--- src/rtl/fifo_framer.sv ---
// Purpose: frames words from a read-side FIFO as header {SYNC_BYTE,seq}, FRAME_LEN payload words, checksum trailer.
// Latency: read request at N, capture at N+1, header valid at N+2, first payload word at N+3.
// Backpressure: out_valid/out_ready handshake; outputs hold while stalled; reads stop when the 2-entry buffer is committed.
module fifo_framer #(
    parameter int unsigned DATA_WIDTH = 16,
    parameter int unsigned FRAME_LEN  = 8,
    parameter logic [7:0]  SYNC_BYTE  = 8'hA5
) (
    input  logic                  read_clk,
    input  logic                  reset,
    input  logic                  enable,
    input  logic                  fifo_empty,
    input  logic [DATA_WIDTH-1:0] fifo_data,
    input  logic                  fifo_data_valid,
    output logic                  fifo_read_enable,
    output logic [DATA_WIDTH-1:0] out_data,
    output logic                  out_valid,
    input  logic                  out_ready,
    output logic                  out_last,
    output logic [15:0]           frame_count,
    output logic                  overrun_error
);

    typedef enum logic [1:0] {
        S_IDLE    = 2'd0,
        S_HEADER  = 2'd1,
        S_PAYLOAD = 2'd2,
        S_TRAILER = 2'd3
    } state_t;

    localparam logic [7:0] LAST_IDX = 8'(FRAME_LEN - 1);

    state_t                r_state;
    logic [1:0]            r_occ;
    logic                  r_inf;
    logic                  r_rst_d;
    logic [DATA_WIDTH-1:0] r_buf0;
    logic [DATA_WIDTH-1:0] r_buf1;
    logic [7:0]            r_seq;
    logic [7:0]            r_cnt;
    logic [DATA_WIDTH-1:0] r_sum;
    logic [15:0]           r_fc;
    logic                  r_ovr;

    logic [1:0]            w_level;
    logic                  w_rd_en;
    logic [DATA_WIDTH-1:0] w_hdr;
    logic                  w_out_valid;
    logic [DATA_WIDTH-1:0] w_out_data;
    logic                  w_out_last;
    logic                  w_xfer;
    logic                  w_push;
    logic                  w_pop;

    // Words already buffered plus the one possibly in flight bound how many more we may request.
    assign w_level = r_occ + {1'b0, r_inf};
    assign w_rd_en = enable & ~fifo_empty & (w_level < 2'd2) & ~reset & ~r_rst_d;

    assign w_push = fifo_data_valid;
    assign w_xfer = w_out_valid & out_ready;
    assign w_pop  = (r_state == S_PAYLOAD) & w_xfer;

    // Header word: sync byte in the top byte, sequence number in the bottom byte.
    always_comb begin
        w_hdr                    = '0;
        w_hdr[DATA_WIDTH-1 -: 8] = SYNC_BYTE;
        w_hdr[7:0]               = r_seq;
    end

    // Output decode from the registered state and buffer head; forced quiet while reset is high.
    always_comb begin
        w_out_valid = 1'b0;
        w_out_data  = '0;
        w_out_last  = 1'b0;
        if (!reset) begin
            case (r_state)
                S_HEADER: begin
                    w_out_valid = 1'b1;
                    w_out_data  = w_hdr;
                end
                S_PAYLOAD: begin
                    w_out_valid = (r_occ != 2'd0);
                    w_out_data  = r_buf0;
                end
                S_TRAILER: begin
                    w_out_valid = 1'b1;
                    w_out_data  = r_sum;
                    w_out_last  = 1'b1;
                end
                default: begin
                    w_out_valid = 1'b0;
                end
            endcase
        end
    end

    assign fifo_read_enable = w_rd_en;
    assign out_valid        = w_out_valid;
    assign out_data         = w_out_data;
    assign out_last         = w_out_last;
    assign frame_count      = r_fc;
    assign overrun_error    = r_ovr;

    // Track the outstanding read and remember reset for one cycle so no read fires right after it.
    always_ff @(posedge read_clk) begin
        if (reset) begin
            r_inf   <= 1'b0;
            r_rst_d <= 1'b1;
        end else begin
            r_inf   <= w_rd_en;
            r_rst_d <= 1'b0;
        end
    end

    // Two-entry prefetch buffer, head in r_buf0; a push into a full buffer without a pop is lost.
    always_ff @(posedge read_clk) begin
        if (reset) begin
            r_occ  <= 2'd0;
            r_buf0 <= '0;
            r_buf1 <= '0;
            r_ovr  <= 1'b0;
        end else begin
            case ({w_push, w_pop})
                2'b11: begin
                    if (r_occ == 2'd2) begin
                        r_buf0 <= r_buf1;
                        r_buf1 <= fifo_data;
                    end else begin
                        r_buf0 <= fifo_data;
                    end
                end
                2'b01: begin
                    r_buf0 <= r_buf1;
                    r_occ  <= r_occ - 2'd1;
                end
                2'b10: begin
                    if (r_occ == 2'd0) begin
                        r_buf0 <= fifo_data;
                        r_occ  <= 2'd1;
                    end else if (r_occ == 2'd1) begin
                        r_buf1 <= fifo_data;
                        r_occ  <= 2'd2;
                    end else begin
                        r_ovr  <= 1'b1;
                    end
                end
                default: begin
                    r_occ <= r_occ;
                end
            endcase
        end
    end

    // Frame sequencer: header, FRAME_LEN payload words with running checksum, trailer.
    always_ff @(posedge read_clk) begin
        if (reset) begin
            r_state <= S_IDLE;
            r_seq   <= 8'd0;
            r_cnt   <= 8'd0;
            r_sum   <= '0;
            r_fc    <= 16'd0;
        end else begin
            case (r_state)
                S_IDLE: begin
                    // A word landing this cycle counts, so the header can appear one cycle earlier.
                    if (enable && ((r_occ != 2'd0) || w_push)) begin
                        r_state <= S_HEADER;
                    end
                end
                S_HEADER: begin
                    if (w_xfer) begin
                        r_cnt   <= 8'd0;
                        r_sum   <= '0;
                        r_state <= S_PAYLOAD;
                    end
                end
                S_PAYLOAD: begin
                    if (w_xfer) begin
                        r_sum <= r_sum + r_buf0;
                        r_cnt <= r_cnt + 8'd1;
                        if (r_cnt == LAST_IDX) begin
                            r_state <= S_TRAILER;
                        end
                    end
                end
                S_TRAILER: begin
                    if (w_xfer) begin
                        r_seq   <= r_seq + 8'd1;
                        if (r_fc != 16'hFFFF) begin
                            r_fc <= r_fc + 16'd1;
                        end
                        r_state <= S_IDLE;
                    end
                end
                default: begin
                    r_state <= S_IDLE;
                end
            endcase
        end
    end

endmodule

--- config.mk ---
export PLATFORM = sky130hd
export DESIGN_NAME = fifo_framer
export DESIGN_NICKNAME = d
export VERILOG_FILES = /design/src/rtl/fifo_framer.sv
export SDC_FILE = /design/constraint.sdc
export NUM_CORES = 1
export LEC_CHECK = 0
export ABC_AREA = 1
export CAP_MARGIN = 20
export CORE_ASPECT_RATIO = 0.6
export CORE_MARGIN = 2
export CORE_UTILIZATION = 52
export CTS_CLUSTER_DIAMETER = 200
export DETAILED_ROUTE_END_ITERATION = 12
export MAX_ROUTING_LAYER = met4
export PLACE_DENSITY = 0.77
export SLEW_MARGIN = 20
export SYNTH_ARGS = -nofsm -noshare
export SYNTH_HDL_FRONTEND = slang
export SYNTH_SLANG_ARGS = --single-unit
--- constraint.sdc ---
create_clock -name read_clk -period 2.1 [get_ports read_clk]
set_clock_uncertainty 0.15 [all_clocks]
set_input_delay 0.42 -clock read_clk [delete_from_list [all_inputs] [get_ports read_clk]]
set_output_delay 0.42 -clock read_clk [all_outputs]
set_load 0.02 [all_outputs]
==> summary.txt <==
Global route
  • First-pass GRT wire length: 28100 um
  • Total track usage: 29.9%
  • Pin count of the biggest net entering global routing: 47
  • Total global routing overflow: 0
  • Vias in the first global route: 5688
  • Initial antenna violation count: 0

Detailed routing
  • Max Used Layer: met4
  • Metal2 WL: 7160 um
  • Routed vias: 6505
  • Wire length on met3: 2090 um
  • Antenna-violating nets left: 0
  • TritonRoute pass-1 iters: 5
  • Initial DRC Count: 794
  • Drt total wl: 18000 um
  • Vias per inst: 5.49
  • WL per Instance: 15.2 um
  • DRC Markers: 0
  • DRT met1 WL: 8410 um

Power and ir drop
  • Comb pwr share: 36.8%
  • Worst IR drop on VDD: 0.000537 V
  • Part of the power in registers: 33.2%
  • Net Switching: 0.00192 W
  • PD cells: 735 nW/um2
  • Leakage power: 3.59 nW
  • Overall power: 0.00561 W
  • Internal power: 0.00369 W
  • Net Sw Frac: 34.2%
  • Clock Power Share: 30.1%

CTS
  • CTS buffer count: 9
  • Htree depth: 3
  • Hold buffer count at cts: 0
  • Clock Tree Root: clkbuf_16
  • CTS Sinks: 87
  • Clk buf depth: 2
  • Clk_lat worst skew: 0.34 ns
  • Clock slew at reported path FFs: 0.07 ns
  • CTS tree: yes

Synth
  • Ys flop type: dfxtp_1
  • Most common cell in the netlist: nand2_1
  • Post-Synthesis Cell Area: 5850 um2
  • Post-synthesis cell type count: 39
  • Syn Area/Cell: 6.28 um2
  • Main area contributors after synthesis: dfxtp_1 (30%), nand2_1 (18%), inv_1 (8.9%)
  • Fraction of registers with async set/reset: 0%
  • Synthesized flop and latch total: 87
  • Number of synthesized flops with an enable pin: 0
  • Share of the synthesized area in the top cell type: 29.8%
  • Post-Synthesis Cells: 932
  • Leading cell types by count after synthesis: nand2_1 (286), inv_1 (139), dfxtp_1 (87)
  • Seq/Total Area, Yosys: 29.8%
  • Syn. warnings: 0
  • Syn Nets: 981
  • Largest area contributor in the netlist: dfxtp_1

Setup path
  • Critical path arrival: 1.72 ns
  • Crit path kind: flop to output pin
  • CP max FO: 5
  • Critical path startpoint category: flop
  • Critical Path Sink Type: output pin
  • Worst Path Required: 1.53 ns
  • Reg2reg path depth: 13

Placement
  • DP Cell Count: 1152
  • Area after DPL: 6920 um2
  • Dpl hpwl: 12200 um
  • IO Port Bufs: 57
  • Placer congestion estimate: 0.983

STA
  • Max_slew headroom: 65.1%
  • Setup-failing EPs final: 36
  • Final worst path period share: 109%
  • Slew Limit Fails: 0
  • Final TNS setup: -2.70 ns
  • Final worst setup slack: -0.186 ns
  • Max Freq: 437 MHz
  • RSZ-0062 raised after global routing: yes
  • Final hold vios: 0
  • Fin crit period: 2.29 ns
  • Worst-Margin Slew: 0.523 ns

Floorplanning
  • # IOs: 58
  • Chip Width: 141 um
  • Core Box Area: 10800 um2
  • Cell Rows: 29
  • Initial Util: 54.3%
  • Die area: 12100 um2
  • Die height: 86.2 um

Cells and area
  • Share of cells above drive strength 1: 17.2%
  • Area Growth Syn to Fin: 30.4%
  • Diodes inserted: 0
  • # fillers: 875
  • Final instance area: 7630 um2
  • Fin cells: 1185
  • Nets@finish: 1090
  • Final Util: 70.8%

Hold path
  • Hold Crit Class: input port to flop
  • Worst Hold Depth: 1

Run status
  • Failing checks: negative setup slack
  • Status: finished with violations

Job
  • Number of max-cap violations: 0
state kept, by name, summed over array words and instances (netlist names):
name	cells
r_rst_d	1
r_inf	1
overrun_error	1
r_seq	8
r_state	2
r_buf1	16
r_buf0	16
r_occ	2
r_cnt	8
frame_count	16
r_sum	16
path summary, 6_finish.rpt:
check / start / endpoint / slack, ns
hold reg to reg: r_rst_d$_DFF_P_ / r_inf$_SDFF_PP0_ / 0.30
setup reg to reg: r_state[1]$_SDFFE_PP0P_ / r_buf1[15]$_SDFFE_PP0P_ / -0.07
hold / removal: reset / r_rst_d$_DFF_P_ / 0.18
setup / recovery: r_state[1]$_SDFFE_PP0P_ / out_data[14] / -0.19
final cells by class:
type,instances,area [um2],area share (%)
clock inverter,2,37.5,0.492
timing repair buffer,137,1310,17.1
inverter,142,547,7.17
tap,139,174,2.28
multi-input combinational,664,3540,46.4
clock buffer,14,274,3.59
sequential,87,1750,22.9
through the flow:
| step | setup WS, ns | hold WS (ns) |
|---|---|---|
| floorplan | 0.000659 | 0.270 |
| finish | -0.186 | 0.176 |
| global route | -0.215 | 0.170 |
| global placement | -0.280 | 0.292 |
| detailed placement | -0.316 | 0.295 |
| CTS | -0.129 | 0.165 |
cell families (layout without fill, tap and decap cells):
group	count (synthesis)	count (layout)	share of synthesized area, %
flops	87	87	29.8
xor+xnor	18	18	2.70
simple gates	475	475	35.0
fa+ha+maj	27	27	5.90
buf+inv	181	295	13.1
compound gates	144	144	13.5
cell usage in the layout, fill, tap and decap left out, types with 3 or more instances in the layout:
master and instances:
clkdlybuf4s50_1 37, buf_6 20, xor2_1 11, o21ai_1 6, buf_2 4, o21ai_0 43
or2_2 3, buf_4 66, clkbuf_8 3, a21oi_1 68, ha_4 4, a21oi_2 10
nand3_2 3, buf_12 7, inv_2 8, ha_1 20, inv_1 130, nand4_1 20
nand3_1 68, nor2_4 3, nand2_2 11, a221o_1 4, dfxtp_1 84, nand2_1 275
o211ai_1 6, nor3_1 17, nand3b_1 4, xnor2_1 7, nor2_1 60, clkbuf_16 10
worst max-delay path: stages, from the launching register on:
cell,delay (ns)
dfxtp_4,0.41
inv_6,0.06
ha_4,0.17
nor2_8,0.13
clkinvlp_4,0.23
a21oi_2,0.20
buf_4,0.16
layer usage:
layer  vias up  global-route usage [%]
li1       3191                       -
met1      2928                    43.8
met2       349                    41.0
met3        37                    7.31
met4         0                    6.82
met5         -                       -
timing repair:
| item | in CTS | in global routing |
|---|---|---|
| pin swaps | 17 | 20 |
| endpoints found under the hold margin | 0 | 0 |
| setup buffers | 7 | 6 |
| gates resized for setup | 132 | 47 |
| endpoints found under the setup margin | 66 | 59 |
| cloned | 1 | 3 |
power by group through the flow:
stage	sequential (W)	clock (W)	combinational, W
after detailed placement	0.00185	0	0.00160
after global routing	0.00187	0.00178	0.00221
after CTS	0.00185	0.00170	0.00183
after floorplan	0.00183	0	0.000999
after global placement	0.00185	0	0.00159
final	0.00186	0.00169	0.00206
Note: power is estimated with default switching activity, not from simulation.
